`config.mk`:
```
export PLATFORM = sky130hd
export DESIGN_NAME = pc_fetch_sequencer
export DESIGN_NICKNAME = d
export VERILOG_FILES = /design/src/rtl/pc_fetch_sequencer.sv
export SDC_FILE = /design/constraint.sdc
export NUM_CORES = 1
export LEC_CHECK = 0
export ABC_AREA = 1
export BUFFER_PORTS_ARGS = -buffer_cell sky130_fd_sc_hd__buf_2
export CORE_ASPECT_RATIO = 0.75
export CORE_UTILIZATION = 55
export CTS_CLUSTER_DIAMETER = 150
export DETAILED_ROUTE_END_ITERATION = 12
export GPL_ROUTABILITY_DRIVEN = 0
export PLACE_DENSITY_LB_ADDON = 0.1
export RECOVER_POWER = 25
export SYNTH_ARGS = -nofsm -noshare
export SYNTH_HDL_FRONTEND = slang
export SYNTH_SLANG_ARGS = --single-unit
```
`constraint.sdc`:
```
create_clock -name Clk -period 6.3 [get_ports Clk]
set_input_delay 1.89 -clock Clk [delete_from_list [all_inputs] [get_ports Clk]]
set_output_delay 1.89 -clock Clk [all_outputs]
set_load 0.05 [all_outputs]
```
`src/rtl/pc_fetch_sequencer.sv`:
```
// pc_fetch_sequencer: multi-cycle FSM owning the PC; fetches, decodes branch/jump and commits one next-PC per instruction.
module pc_fetch_sequencer #(
  parameter logic [31:0] RESET_PC = 32'h0000_0000,
  parameter logic [5:0]  BEQ_OP   = 6'b000100,
  parameter logic [5:0]  BNE_OP   = 6'b000101,
  parameter logic [5:0]  J_OP     = 6'b000010
) (
  input  logic        Clk,
  input  logic        Reset,
  input  logic        Stall,
  output logic        IMemReq,
  output logic [31:0] IMemAddr,
  input  logic        IMemReady,
  input  logic [31:0] IMemData,
  output logic [31:0] Instr,
  output logic        InstrValid,
  input  logic        Zero,
  input  logic        ZeroValid,
  output logic [31:0] PC,
  output logic        PCSrc
);
  typedef enum logic [2:0] {FETCH, WAIT_MEM, DECODE, WAIT_ZERO, UPDATE} state_t;
  state_t      state_q, state_d;
  logic [31:0] pc_q, npc_q, npc_d, instr_q, pc4, bt, jt;
  logic        src_q, src_d, pcsrc_q, taken, is_br;
  logic [5:0]  op;
  always_ff @(posedge Clk or negedge Reset)
    if (!Reset) state_q <= FETCH;
    else        state_q <= state_d;
  always_comb begin
    state_d = state_q;
    case (state_q)
      FETCH:     state_d = WAIT_MEM;
      WAIT_MEM:  state_d = IMemReady ? DECODE : WAIT_MEM;
      DECODE:    state_d = is_br ? WAIT_ZERO : UPDATE;
      WAIT_ZERO: state_d = ZeroValid ? UPDATE : WAIT_ZERO;
      UPDATE:    state_d = Stall ? UPDATE : FETCH;
      default:   state_d = FETCH;
    endcase
  end
  always_comb begin
    op    = instr_q[31:26];
    is_br = (op == BEQ_OP) || (op == BNE_OP);
    pc4   = pc_q + 32'd4;
    bt    = pc4 + {{14{instr_q[15]}}, instr_q[15:0], 2'b00};
    jt    = {pc4[31:28], instr_q[25:0], 2'b00};
    taken = (op == BEQ_OP) ? Zero : ~Zero;
    npc_d = npc_q;
    src_d = src_q;
    if (state_q == DECODE) begin
      npc_d = (op == J_OP) ? jt : pc4;
      src_d = (op == J_OP);
    end else if (state_q == WAIT_ZERO && ZeroValid) begin
      npc_d = taken ? bt : pc4;
      src_d = taken;
    end
  end
  // PC and PCSrc commit together, only when UPDATE releases to FETCH
  always_ff @(posedge Clk or negedge Reset)
    if (!Reset) begin
      pc_q    <= RESET_PC;
      npc_q   <= RESET_PC;
      instr_q <= 32'd0;
      src_q   <= 1'b0;
      pcsrc_q <= 1'b0;
    end else begin
      npc_q <= npc_d;
      src_q <= src_d;
      if (state_q == WAIT_MEM && IMemReady) instr_q <= IMemData;
      if (state_q == UPDATE && !Stall) begin
        pc_q    <= npc_q;
        pcsrc_q <= src_q;
      end
    end
  // The request is gated by Reset so it drops the instant reset is asserted
  always_comb begin
    IMemReq    = Reset && (state_q == FETCH || state_q == WAIT_MEM);
    IMemAddr   = pc_q;
    InstrValid = (state_q == DECODE);
    Instr      = instr_q;
    PC         = pc_q;
    PCSrc      = pcsrc_q;
  end
endmodule

```
==> qor.txt <==
Count of endpoints failing setup in the final report: 0
Critical Path End Type: output pin
Number of buffers inserted by port buffering: 136
GR Overflow Total: 0
Routed via count: 7,655
Commonest non-fill, non-tap cell in the layout: sky130_fd_sc_hd__nand2_1
Mapped Cells: 1,098
Area taken by flip-flops and latches: 0.00253 mm²
Number of nets in the layout: 1,274
Crit path max-delay family: buffers and inverters
Number of top-level pins: 137
Hpwl dp: 17,900 µm
Horizontal extent of the die: 139 µm
Flops & latches, synth: 101
Classification of the worst-slack hold path: reg2reg
Average detailed-routed wire length per instance: 16.9 µm
Violated checks: max-capacitance violations, max-slew violations
Outcome: finished, violations left
Type of the setup path with the least slack: in2out
Post-route clock period utilization: 71.6%
Library cell with the largest summed area after synthesis: sky130_fd_sc_hd__dfrtp_1
Diodes inserted: 0
Met1 track utilization from global routing: 50.1%
Highest-count cells in the layout ignoring fill and taps: sky130_fd_sc_hd__nand2_1 (304), sky130_fd_sc_hd__buf_2 (134), sky130_fd_sc_hd__inv_1 (129)
Synthesized Nets: 1,174
Largest net degree at the start of global routing: 55
Post-synthesis average cell area: 7.08 µm²
Setup Buffers After CTS: 0
Starting density of the core: 56.6%
Worst path slowest cell: sky130_fd_sc_hd__clkbuf_1
Clock edge transition at the registers on the reported setup and hold paths: 0.07 ns
Cell types occupying the most area after synthesis: sky130_fd_sc_hd__dfrtp_1 (32%), sky130_fd_sc_hd__nand2_1 (15%), sky130_fd_sc_hd__inv_1 (6.2%)
Most Crowded Layer GR: met1
Final critical-path required period: 4.51 ns
Aggregate routed wire length: 23,300 µm
Synthesized area: 0.00778 mm²
Core box area: 0.0137 mm²
Unrepaired setup endpoints after global routing: false
Number of filler instances in the final layout: 1,267
Launching element type of the critical path: primary input
Share of layout cells above drive strength 1: 20.0%
Main flop type after synthesis: sky130_fd_sc_hd__dfrtp_1
Headroom to the max-slew limit: -67.0%
Final hold viol count: 0
Crit path buf inv count: 3
Clock latency on the worst-skew pair: 0.36 ns
Count of flip-flops with a built-in enable after synthesis: 0
Hold-fix buffers, CTS: 0
TritonCTS Buffers: 9
Area added between synthesis and finish: 11.7%
Maximum buffer depth of the clock tree: 2
Setup total negative slack: 0 ns
Total clock sinks: 101
Met3 track utilization from global routing: 7.38%
Antenna viol nets, final: 0
CTS root buffer: sky130_fd_sc_hd__clkbuf_16
Antenna violations before repair: 0
Async SR Flop Fraction: 100%
Number of search-and-repair iterations in the first detailed-routing pass: 5
Arrival time reported for the critical path endpoint: 2.62 ns
Total number of yosys warnings: 0
Post-CTS Resized: 0
Area share of the largest cell type after synthesis: 32.5%
Worst Max-Slew Pin Slew: 2.51 ns
Utilization after layout: 63.2%
Clock tree from TritonCTS: done
Via density per instance: 5.56
Skew final: 0.00976 ns
Via count of the first global-routing pass: 6,738
Pins over their slew limit: 115
Clock H-tree levels: 3
Full die area: 0.0146 mm²
WP data required: 4.41 ns
Max-cap violations: 3
Critical-path maximum fanout: 2
DRT iter0 DRCs: 737
Crit path largest cell delay: 0.26 ns
Area occupied by multi-input gates: 0.00438 mm²
Achievable Freq: 222 MHz
Number of distinct library cells after synthesis: 45
Portion of the post-synthesis area used by sequential elements: 32.5%
Aggregate global-route resource usage: 32.6%
Row count: 37
DIE HEIGHT: 105 µm
Series of cell instances along the critical path: clkbuf_1 -> inv_1 -> nor2_1 -> buf_2
Fin Hold WS: 0.484 ns
Wire length of the first global-routing pass: 36,500 µm
DRC Markers: 0
Met2 usage in global routing: 45.3%
==> metrics by stage <==
step / cells / cell area, µm² / setup WS [ns]
2_1_floorplan: 1098 / 7780 / 1.84
3_3_place_gp: 1362 / 8380 / 1.94
3_5_place_dp: 1362 / 8380 / 1.99
4_1_cts: 1378 / 8710 / 1.98
5_1_grt: 1378 / 8690 / 1.33
6_report: 1378 / 8690 / 1.79
==> cell type report <==
type | count | area share, %
well taps | 175 | 2.52
clock inverters | 6 | 1.18
flip-flops and latches | 101 | 29.1
repair buffers | 142 | 8.19
clock buffers | 10 | 2.63
multi-input cells | 807 | 50.4
inverters | 137 | 5.95
==> layer usage <==
layer	share of wire (%)	vias up
met1	47	3502
met4	1.8	0
li1	-	3700
met3	11	41
met5	0	-
met2	40	412
==> flip-flops by register name, indices dropped and copies added, names as in the netlist <==
signal	cells
src_q	1
npc_q	32
IMemAddr	32
Instr	32
state_q	3
PCSrc	1
==> final timing paths <==
check / startpoint / to / slack (ns) / cells after the start
max in group asynchronous: Reset / npc_q[20] / 1.83 / 3
worst max register to register: state_q[2] / npc_q[15] / 2.06 / 7
worst min-delay path: PCSrc / PCSrc / 0.48 / 2
worst max-delay path: Reset / IMemReq / 1.79 / 4
min in group asynchronous: Reset / npc_q[27] / 2.64 / 2
worst min register to register: PCSrc / PCSrc / 0.48 / 2
==> cell usage after synthesis, types with 2 or more instances <==
master and count:
sky130_fd_sc_hd__buf_2 12, sky130_fd_sc_hd__dfrtp_1 101, sky130_fd_sc_hd__nor3_1 5, sky130_fd_sc_hd__nand2_2 13, sky130_fd_sc_hd__o211ai_1 2, sky130_fd_sc_hd__a211oi_1 2
sky130_fd_sc_hd__nand3_1 79, sky130_fd_sc_hd__nand2_1 304, sky130_fd_sc_hd__nand3b_1 11, sky130_fd_sc_hd__nand2_4 2, sky130_fd_sc_hd__xnor2_1 5, sky130_fd_sc_hd__ha_1 37
sky130_fd_sc_hd__xor2_1 19, sky130_fd_sc_hd__a21oi_1 87, sky130_fd_sc_hd__nor2_4 4, sky130_fd_sc_hd__nor3_2 3, sky130_fd_sc_hd__inv_2 7, sky130_fd_sc_hd__clkbuf_1 5
sky130_fd_sc_hd__mux2_2 43, sky130_fd_sc_hd__or2_2 2, sky130_fd_sc_hd__nor2_2 7, sky130_fd_sc_hd__a31oi_1 7, sky130_fd_sc_hd__o21ai_0 26, sky130_fd_sc_hd__nand4_1 10
sky130_fd_sc_hd__inv_1 129, sky130_fd_sc_hd__o21bai_1 5, sky130_fd_sc_hd__nor2_1 118, sky130_fd_sc_hd__buf_4 35, sky130_fd_sc_hd__o21ai_1 2
==> cell families after synthesis <==
family / after synthesis / synth area share, %
DFF: 101 / 32.5
adders and majority gates: 38 / 6.21
xor gates and xnor gates: 26 / 3.12
muxes: 43 / 6.22
and+or+nand+nor: 563 / 31.4
AOI/OAI and AO/OA: 137 / 9.51
buffers and inverters: 190 / 11.1
==> worst min-delay path: cells and delay by family (launching register included) <==
family	cells	cell delay (ns)
AND/OR/NAND/NOR	1	0.05
AO/OA/AOI/OAI	1	0.06
flip-flops	1	0.35
Power is left out: the tool's default activity adds up to more than one toggle a clock period on the data nets, which glitch-free logic cannot reach.
